===== config.mk =====
export PLATFORM = sky130hd
export DESIGN_NAME = lcd_pixel_out
export DESIGN_NICKNAME = d
export VERILOG_FILES = /design/src/rtl/lcd_pixel_out.sv
export SDC_FILE = /design/constraint.sdc
export NUM_CORES = 1
export LEC_CHECK = 0
export ABC_AREA = 1
export CAP_MARGIN = 20
export CORE_MARGIN = 10
export CORE_UTILIZATION = 50
export CTS_BUF_LIST = sky130_fd_sc_hd__clkbuf_8
export CTS_CLUSTER_DIAMETER = 40
export CTS_CLUSTER_SIZE = 25
export DETAILED_ROUTE_END_ITERATION = 10
export PLACE_DENSITY = 0.92
export SLEW_MARGIN = 20
export SYNTH_ARGS = -nofsm -noshare
export SYNTH_HDL_FRONTEND = slang
export SYNTH_SLANG_ARGS = --single-unit
export TNS_END_PERCENT = 50

===== constraint.sdc =====
create_clock -name clk -period 4.35 [get_ports clk]
set_clock_uncertainty 0.15 [all_clocks]
set_input_delay 0.87 -clock clk [delete_from_list [all_inputs] [get_ports clk]]
set_output_delay 0.87 -clock clk [all_outputs]
set_load 0.01 [all_outputs]

===== src/rtl/lcd_pixel_out.sv =====
// Pixel-output stage behind the LCD timing generator: realigns sync strobes with
// image-ROM data and drives the RGB565 panel bus, with built-in test patterns.
module lcd_pixel_out #(
  parameter int unsigned PIPE       = 2,
  parameter logic [15:0] BG_COLOR   = 16'h0000,
  parameter int unsigned BAR_W      = 100,
  parameter logic [15:0] GRID_COLOR = 16'hFFFF
) (
  input  logic        clk,
  input  logic        rest_n,
  input  logic [1:0]  mode,
  input  logic        lcd_hsync_i,
  input  logic        lcd_vsync_i,
  input  logic        lcd_de_i,
  input  logic        img_ack_i,
  input  logic [15:0] addr_i,
  output logic [15:0] rom_addr,
  input  logic [15:0] rom_data,
  output logic        lcd_hsync,
  output logic        lcd_vsync,
  output logic        lcd_de,
  output logic [15:0] lcd_data,
  output logic        frame_done
);

  typedef enum logic [1:0] {
    MODE_IMAGE = 2'd0,
    MODE_BARS  = 2'd1,
    MODE_SOLID = 2'd2,
    MODE_GRID  = 2'd3
  } mode_e;

  localparam logic [10:0] BAR_LAST = 11'(BAR_W - 1);

  logic [PIPE-1:0] hs_sr, vs_sr, de_sr, ack_sr;
  logic            hs_d, vs_d, de_d, ack_d;
  logic [10:0]     x_cnt, y_cnt, bar_pos;
  logic [2:0]      bar_idx;
  mode_e           mode_q;
  logic            vs_fall, de_fall;
  logic [15:0]     bar_color, pix;

  assign rom_addr = addr_i;

  always_ff @(posedge clk) begin
    if (!rest_n) begin
      hs_sr  <= '1;
      vs_sr  <= '1;
      de_sr  <= '0;
      ack_sr <= '0;
    end else begin
      hs_sr[0]  <= lcd_hsync_i;
      vs_sr[0]  <= lcd_vsync_i;
      de_sr[0]  <= lcd_de_i;
      ack_sr[0] <= img_ack_i;
      for (int unsigned i = 1; i < PIPE; i++) begin
        hs_sr[i]  <= hs_sr[i-1];
        vs_sr[i]  <= vs_sr[i-1];
        de_sr[i]  <= de_sr[i-1];
        ack_sr[i] <= ack_sr[i-1];
      end
    end
  end

  assign hs_d  = hs_sr[PIPE-1];
  assign vs_d  = vs_sr[PIPE-1];
  assign de_d  = de_sr[PIPE-1];
  assign ack_d = ack_sr[PIPE-1];

  // The output registers hold the previous stage-PIPE values, so they double as edge detectors.
  assign vs_fall = lcd_vsync & ~vs_d;
  assign de_fall = lcd_de & ~de_d;

  always_ff @(posedge clk) begin
    if (!rest_n) begin
      x_cnt   <= '0;
      y_cnt   <= '0;
      bar_pos <= '0;
      bar_idx <= '0;
      mode_q  <= mode_e'(mode);
    end else begin
      x_cnt <= de_d ? x_cnt + 11'd1 : '0;
      if (!de_d) begin
        bar_pos <= '0;
        bar_idx <= '0;
      end else if (bar_pos == BAR_LAST) begin
        bar_pos <= '0;
        if (bar_idx != 3'd7) bar_idx <= bar_idx + 3'd1;
      end else begin
        bar_pos <= bar_pos + 11'd1;
      end
      if (vs_fall)      y_cnt <= '0;
      else if (de_fall) y_cnt <= y_cnt + 11'd1;
      if (vs_fall) mode_q <= mode_e'(mode);
    end
  end

  always_comb begin
    bar_color = 16'h0000;
    case (bar_idx)
      3'd0:    bar_color = 16'hFFFF;
      3'd1:    bar_color = 16'hFFE0;
      3'd2:    bar_color = 16'h07FF;
      3'd3:    bar_color = 16'h07E0;
      3'd4:    bar_color = 16'hF81F;
      3'd5:    bar_color = 16'hF800;
      3'd6:    bar_color = 16'h001F;
      default: bar_color = 16'h0000;
    endcase
  end

  always_comb begin
    pix = BG_COLOR;
    if (!de_d) begin
      pix = '0;
    end else begin
      unique case (mode_q)
        MODE_IMAGE: pix = ack_d ? rom_data : BG_COLOR;
        MODE_BARS:  pix = bar_color;
        MODE_SOLID: pix = BG_COLOR;
        MODE_GRID:  pix = (x_cnt[4:0] == 5'd0 || y_cnt[4:0] == 5'd0) ? GRID_COLOR : BG_COLOR;
      endcase
    end
  end

  always_ff @(posedge clk) begin
    if (!rest_n) begin
      lcd_hsync  <= 1'b1;
      lcd_vsync  <= 1'b1;
      lcd_de     <= 1'b0;
      lcd_data   <= '0;
      frame_done <= 1'b0;
    end else begin
      lcd_hsync  <= hs_d;
      lcd_vsync  <= vs_d;
      lcd_de     <= de_d;
      lcd_data   <= pix;
      frame_done <= vs_fall;
    end
  end

endmodule


==> results of run 1 <==
## cells in the final DEF, fill, tap and decap left out, types with 3 or more instances in the layout
master,instances
sky130_fd_sc_hd__nand2_1,62
sky130_fd_sc_hd__dfxtp_1,52
sky130_fd_sc_hd__inv_1,47
sky130_fd_sc_hd__clkdlybuf4s50_1,43
sky130_fd_sc_hd__nor2_1,29
sky130_fd_sc_hd__nand3_1,25
sky130_fd_sc_hd__ha_1,11
sky130_fd_sc_hd__clkbuf_8,7
sky130_fd_sc_hd__nor2_2,6
sky130_fd_sc_hd__inv_2,6
sky130_fd_sc_hd__nand2_2,6
sky130_fd_sc_hd__xor2_1,6
sky130_fd_sc_hd__or2_2,6
sky130_fd_sc_hd__o21ai_0,5
sky130_fd_sc_hd__a21oi_1,5
sky130_fd_sc_hd__nor2_4,4
sky130_fd_sc_hd__nand2_4,3
sky130_fd_sc_hd__nand4_1,3
## routing by layer
| metal | GRT usage, % | wire length, um | up-vias | share of wire [%] |
|---|---|---|---|---|
| li1 | - | - | 986 | - |
| met1 | 11.9 | 1960 | 867 | 41 |
| met2 | 20.8 | 2280 | 60 | 48 |
| met3 | 5.82 | 453 | 6 | 9.5 |
| met4 | 3.58 | 59 | 0 | 1.2 |
| met5 | 0 | 0 | - | 0 |
## path summary, 6_finish.rpt
| path | end | cells past startpoint |
|---|---|---|
| worst max register to register | lcd_data[8]$_SDFF_PN0_ | 7 |
| worst max-delay path | lcd_data[6] | 1 |
| worst min register to register | vs_sr[1]$_SDFF_PN1_ | 1 |
| worst min-delay path | vs_sr[1]$_SDFF_PN1_ | 1 |
## power groups by stage
stage	clock network (mW)	logic (mW)	registers [mW]
after global routing	0.332	0.0725	0.512
final	0.305	0.0657	0.511
after detailed placement	0	0.0655	0.523
after CTS	0.312	0.0663	0.511
after global placement	0	0.0634	0.522
after floorplan	0	0.0458	0.524
## metrics by stage
step / worst slack [ps] / utilization (%) / cell area [um^2] / cells / hold slack, ps
6_report: 2120 / 61.5 / 2940 / 410 / 271
2_1_floorplan: 2340 / - / 2490 / 312 / 240
4_1_cts: 2110 / 61.5 / 2940 / 410 / 278
3_5_place_dp: 2020 / 59.3 / 2840 / 402 / 256
5_1_grt: 2070 / 61.5 / 2940 / 410 / 291
3_3_place_gp: 2070 / 59.3 / 2840 / 402 / 247
## cell type report
class / count / area (um^2) / share of cell area (%)
sequential: 54 / 1100 / 37.4
multi-input combinational: 184 / 1020 / 34.5
timing repair buffer: 43 / 430 / 14.6
inverter: 54 / 208 / 7.05
clock buffer: 7 / 96.3 / 3.27
tap: 67 / 83.8 / 2.85
clock inverter: 1 / 8.76 / 0.297
## kinds of logic after synthesis
family,count (synthesis)
AOI/OAI and AO/OA,15
xor gates and xnor gates,8
adders and majority gates,11
buffers and inverters,74
DFF,54
and+or+nand+nor,150
## state kept, by name (all words and copies together) (netlist names)
name and cells:
lcd_data 16, bar_pos 11, x_cnt 5, y_cnt 5, bar_idx 3, ack_sr 2
de_sr 2, hs_sr 2, mode_q 2, vs_sr 2, frame_done 1, lcd_de 1
lcd_hsync 1, lcd_vsync 1
==> run summary, run 1 <==
Summing the areas of all compound-gate instances in the mapped netlist gives 3.47% of the synthesized area. Data arrives at the worst endpoint at 1210 ps. In this run, CTS created clock tree buffers numbering 5. Summed over all nets, the switching power comes to 0.193 mW.

The congestion estimate from routability-driven global placement came to 0.855. The internal portion of the total power is 0.688 mW. The floorplan die area was 8190 um^2; the share of flip-flops with an asynchronous set or reset was 0%. The number of register bits inferred by synthesis was 54. The tools report the pin count of the biggest net entering global routing as 25. By area the synthesized netlist is led by sky130_fd_sc_hd__dfxtp_1 42%, sky130_fd_sc_hd__nand2_1 9.4%, sky130_fd_sc_hd__inv_1 7.1%. For the tightest slew margin relative to the limit, the log shows 75.8%. The final critical path takes up 51.2% of the cycle.

The number of buffer and inverter stages on the critical path came out at 1. Setup repair after global routing left no endpoint under its margin. The slowest library cell on the worst path was sky130_fd_sc_hd__clkdlybuf4s50_1. After Yosys synthesis, and, or, nand and nor cells account for 29.0% of the synthesized area.

Data on the critical path is required at its endpoint by 3330 ps. The leakage power of the design came out at 1.30 nW. The worst-case IR drop observed on VDD is 0.164 mV. For the effective utilization at floorplan, the log shows 51.9%. The reported max-cap violation count came out at 0. The worst hold path begins at vs_sr[0]$_SDFF_PN1_.

The most critical setup path has its startpoint at lcd_data[6]$_SDFF_PN0_. Net switching is 21.9% of the power. The area share of fa/ha/maj cells after synthesis works out to 5.54%. The largest single stage delay on the critical path is 560 ps.

Compared with the post-synthesis result, the final layout area differs by 18.4%. The run gives 0 as the overall overflow remaining after global route. The primary flip-flop cell chosen by synthesis mapping is sky130_fd_sc_hd__dfxtp_1.

Cell class contributing the biggest share of worst-path delay: buffers and inverters. The routed design has 4.75 mm of wire. In this run the number of H-tree levels came out at 2.

In this run the vertical extent of the chip is 90.5 um. Counting instances in the post-synthesis netlist gives the leading cell types as 62 x sky130_fd_sc_hd__nand2_1, 52 x sky130_fd_sc_hd__dfxtp_1, 47 x sky130_fd_sc_hd__inv_1. The tools report the number of buffers inserted by post-CTS setup repair as 0. The clock passes through at most 2 buffers.

Port buffering added 43 buffers. The ratio of total power to cell area came out at 299 nW/um^2. The insertion delay to the later sink of the worst-skew pair was 310 ps. The critical path startpoint category is a register. The number of antenna violations at the first check in global routing was 0; the minimum setup slack among reg-to-reg paths was 2630 ps. In this run the standard cell core region covers 4790 um^2. After clock tree synthesis, the clock-pin slew on the worst setup and hold paths is 90 ps. The count of nets left with antenna violations once routing finished came out at 0. The top cell type by area accounts for 41.9% of the synthesized area.

The number of nets in the synthesized netlist is 363. The share of power burned in combinational logic came out at 7.5%. The clock drives 54 sinks. The launch instance of the worst register-to-register path is bar_idx[0]$_SDFFE_PN0P_. The xor and xnor fraction of the mapped netlist area came out at 2.82%. The transition at the pin with the smallest max-transition slack came out at 363 ps. In this run the worst hold path is classified as reg -> reg. Dividing the detail-routed via count by the number of cells gives 4.68. Kind of critical path: reg -> out.

Total I/O pin count: 76. The logs give 1919 for the total number of vias and 1865 for the number of global-route vias before repair. The post-route netlist has 13.1% of its cells at a drive strength greater than 1. The clock network is responsible for 34.6% of the overall power.

TritonCTS built the clock tree. The number of instances in the synthesized netlist was 312. The number of hold-slack violations in the final timing report is 0, and the detailed-placement wirelength estimate is 3.61 mm. The run finished with clean final reports. The worst setup path is captured at an output port. The tools report the total number of yosys warnings as 0. The overall power after layout came out at 0.881 mW. The logs give 11.8% for the aggregate global-route resource usage and 0 for the number of instances resized during post-cts repair.

The highest fanout seen on the critical path was 1. The most frequently used cell type in the post-synthesis netlist was sky130_fd_sc_hd__nand2_1. Counting flops with a built-in enable in the synthesized netlist gives 2.

In the final timing run, aggregate negative setup slack is 0 ps. The net count of the finished layout is 393. Each instance of the synthesized netlist takes up on average 7.97 um^2.

Counting distinct cell types in the post-synthesis netlist gives 30. The share of synthesized area spent on multiplexers was 0%; the post-layout minimum cycle time was 2230 ps. The detailed router finished its first iteration with 126 violations. The combinational family with the most area after synthesis was simple AND/OR/NAND/NOR gates. In the routed design, unresolved DRC markers number 0. The fill cell total of the finished layout came out at 394. The routed wire length per instance is 11.6 um.

Setup violations remaining at the end of the flow were counted as 0. The run gives 58.0% as the fraction of power consumed by sequential logic. The tree is rooted in a sky130_fd_sc_hd__clkbuf_8. Derived from the worst setup path, the maximum achievable clock frequency is 449 MHz. The number of antenna diodes in the final layout is 0. The detailed-router iteration count before antenna repair was 4. The biggest area contributor in the post-synthesis netlist is sky130_fd_sc_hd__dfxtp_1. The final count of pins violating max slew was 0; the global-route wire length before repair was 8.18 mm. After clock tree synthesis, the flow added hold-fix buffers numbering 0. The initialized floorplan defines 25 standard-cell rows. Summing every instance area after synthesis gives 2490 um^2. Summing the sequential cell areas from Yosys gives 44.3% of the chip area.

The die is 90.5 um wide. The signal on the critical path passes through clkdlybuf4s50_1.
No activity file was read; power rests on OpenSTA's default activity.
==> inputs of run 2 (changes only) <==
--- a/config.mk
+++ b/config.mk
@@ -8,12 +8,12 @@
 export ABC_AREA = 1
 export CAP_MARGIN = 20
 export CORE_MARGIN = 10
-export CORE_UTILIZATION = 50
+export CORE_UTILIZATION = 48
 export CTS_BUF_LIST = sky130_fd_sc_hd__clkbuf_8
 export CTS_CLUSTER_DIAMETER = 40
 export CTS_CLUSTER_SIZE = 25
 export DETAILED_ROUTE_END_ITERATION = 10
-export PLACE_DENSITY = 0.92
+export PLACE_DENSITY = 0.89
 export SLEW_MARGIN = 20
 export SYNTH_ARGS = -nofsm -noshare
 export SYNTH_HDL_FRONTEND = slang
==> constraint.sdc (replaced) <==
create_clock -name clk -period 2.1 [get_ports clk]
set_clock_uncertainty 0.15 [all_clocks]
set_input_delay 0.42 -clock clk [delete_from_list [all_inputs] [get_ports clk]]
set_output_delay 0.42 -clock clk [all_outputs]
set_load 0.01 [all_outputs]
==> run summary, run 2 (synthesis results as in run 1) <==
The run finished with clean final reports. The number of antenna violations at the first check in global routing was 0 (unchanged); the share of layout cells above drive strength 1 was 13.1% (unchanged). The die outline width works out to 92.0 um (was 90.5 um). The run gives 5 (unchanged) as the number of buffers created by CTS. Overall overflow remaining after global route: 0 (unchanged). The detailed-placement wirelength estimate came out at 3.49 mm (was 3.61 mm).

The number of hold-slack violations in the final timing report came out at 0 (unchanged). Layout overhead on the synthesized area: 19.0% (was 18.4%). Slowest library cell on the worst path: sky130_fd_sc_hd__clkdlybuf4s50_1 (unchanged). The total number of vias was 1849 (was 1919).

Leading cell types in the layout, fill and taps excluded: 62 x sky130_fd_sc_hd__nand2_1, 52 x sky130_fd_sc_hd__dfxtp_1, 47 x sky130_fd_sc_hd__inv_1 (unchanged). The root buffer cell is sky130_fd_sc_hd__clkbuf_8 (unchanged). The global-route wire length before repair is 7.99 mm (was 8.18 mm), and the effective utilization at floorplan is 49.0% (was 51.9%).

For the sum of negative setup slack, the log shows 0 ps (unchanged). The run gives 0 (unchanged) as the number of design rule violations left after detail routing. For the CTS sink count, the log shows 54 (unchanged). TritonCTS built the clock tree.

The H-tree depth reported by CTS was 2 (unchanged). Largest registers in the final layout: lcd_data x16, bar_pos x11 (unchanged). The tools report the first-iteration detailed-routing DRC count as 47 (was 126). The run gives 2960 um^2 (was 2940 um^2) as the summed area of non-filler cells in the final layout. The core area came out at 5070 um^2 (was 4790 um^2).

The worst hold path stage count was 1 (unchanged); the via density per instance was 4.48 (was 4.68). Launch instance of the worst min-delay path: hs_sr[1]$_SDFF_PN1_ (was vs_sr[0]$_SDFF_PN1_). The total of hold buffers inserted after clock tree synthesis is 0 (unchanged).

Element type at the critical path end: an output port (unchanged). The run gives 0 (unchanged) as the number of buffers inserted by post-CTS setup repair. The run gives 1861 (was 1865) as the number of global-route vias before repair.

The tools report the tightest slew margin relative to the limit as 76.6% (was 75.8%). Static timing analysis puts the maximum clock frequency at 566 MHz. The share of the core filled with cells in the final layout is 58.3% (was 61.5%), and the post-layout minimum cycle time is 1770 ps. Register containing the most flip-flops in the final layout: lcd_data (unchanged).

The share of the clock period used by the worst path after layout works out to 84.2%. The launch instance of the worst register-to-register path is bar_idx[0]$_SDFFE_PN0P_ (unchanged). Post-route worst setup slack: 333 ps (was 2120 ps).

The kind of critical path is reg -> out (unchanged). The minimum setup slack among reg-to-reg paths was 430 ps (was 2630 ps); the path depth of the worst reg2reg path was 7 (unchanged). The tools report the leakage power of the design as 1.31 nW (was 1.30 nW).

The floorplan die area is 8460 um^2 (was 8190 um^2). The critical path startpoint category was a register (unchanged). The number of antenna cells inserted was 0 (unchanged). Cell class contributing the biggest share of worst-path delay: buffers and inverters (unchanged). The end point of the most critical hold path is lcd_hsync$_SDFF_PN1_ (was vs_sr[1]$_SDFF_PN1_). The run gives 2840 um^2 (about the same) as the placed standard-cell area. The buffer levels on the longest clock path was 2 (unchanged). The total I/O pin count came out at 76 (unchanged). The number of cell rows is 26 (was 25). The routed wire length per instance was 11.0 um (was 11.6 um). The die height is 92.0 um (was 90.5 um). The detailed-router iteration count before antenna repair was 4 (unchanged). Antenna violation net count after detailed routing: 0 (unchanged). The most common cell after layout, fill and taps aside was sky130_fd_sc_hd__nand2_1 (unchanged). The total wirelength of the detailed-routed design came out at 4.53 mm (was 4.75 mm).

The clock slew at the register clock pins of the worst setup and hold paths is 100 ps (was 90 ps), and the overall power after layout is 1.90 mW (was 0.881 mW). The insertion delay to the later sink of the worst-skew pair is 310 ps (about the same), and the largest incremental delay on the critical path is 540 ps (was 560 ps). The number of buffers added on ports came out at 43 (unchanged). The flip-flop count of the largest register, all copies and words added is 16 (unchanged). The ratio of total power to cell area is 641 nW/um^2 (was 299 nW/um^2). Worst path required time: 1530 ps (was 3330 ps). Count of endpoints failing setup in the final report: 0 (unchanged). The transition at the pin with the smallest max-transition slack is 349 ps (was 363 ps). The tools report the pin count of the biggest net entering global routing as 25 (unchanged). Highest fanout seen on the critical path: 2 (was 1).

The tools report the peak ir drop on the vdd network as 0.368 mV (was 0.164 mV). The data arrival time of the worst path came out at 1200 ps (was 1210 ps). The capture instance of the worst register-to-register path was lcd_data[6]$_SDFF_PN0_ (was lcd_data[8]$_SDFF_PN0_). The number of instances resized during post-cts repair is 0 (unchanged), and the number of buffer and inverter stages on the critical path is 1 (unchanged). The tools report the routability-driven placement congestion ratio as 0.816 (was 0.855). The logs give 11.2% (was 11.8%) for the aggregate global-route resource usage and 0 (unchanged) for the final count of pins violating max slew. Setup repair after global routing left no endpoint under its margin.

Critical Path, Cell by Cell: clkdlybuf4s50_1 (unchanged). The path class of the lowest-slack min-delay path is reg -> reg (unchanged). Post-placement setup slack: 215 ps (was 2020 ps). The tools report the count of nets after finishing as 393 (unchanged).

The reported max-cap violation count is 0 (unchanged).
run 2: cell types whose count changed in the layout (fill, tap and decap cells not counted), sizes merged:
cell / change
clkbuf: -2
bufinv: +1
inv: +1
run 2: layer usage:
layer	global-route usage [%]	share of wire [%]
met5	0	0
met1	12.3	45
met3	4.65	7.3
met2	18.9	47
met4	3.86	1.3
run 2: final cells by class:
class                      count  area, um^2
fill                         478        2120
tap                           70        87.6
clock buffer                   5        68.8
multi-input combinational    184        1020
clock inverter                 3        47.5
sequential                    54        1100
timing repair buffer          43         430
inverter                      54         208
run 2: how the worst max path moves through the flow:
stage / start / end / slack (ps) / cells past startpoint
4_1_cts: lcd_data[12]$_SDFF_PN0_ / lcd_data[12] / 310 / 1
2_1_floorplan: bar_idx[0]$_SDFFE_PN0P_ / lcd_data[5]$_SDFF_PN0_ / 610 / 7
6_report: lcd_de$_SDFF_PN0_ / lcd_de / 330 / 1
3_3_place_gp: rest_n / bar_pos[5]$_SDFF_PP0_ / 280 / 5
3_5_place_dp: rest_n / bar_pos[3]$_SDFF_PP0_ / 210 / 5
5_1_grt: lcd_data[12]$_SDFF_PN0_ / lcd_data[12] / 280 / 1
run 2: worst register-to-register path, delay by kind of cell (launching register included):
kind	cells	cell delay (ps)
flip-flops	1	350
AND/OR/NAND/NOR	4	620
buffers and inverters	1	40
adder cells (fa/ha/maj)	2	430
run 2: per-stage QoR:
step / cells / hold slack (ps)
detailed placement: 405 / 255
finish: 413 / 271
global placement: 405 / 244
global route: 413 / 303
floorplan: 312 / 240
CTS: 413 / 278
run 2: power by group:
group,internal (mW),switching [mW],total [mW]
clock,0.361,0.343,0.704
combinational,0.0742,0.0607,0.135
sequential,1.05,0.00897,1.06
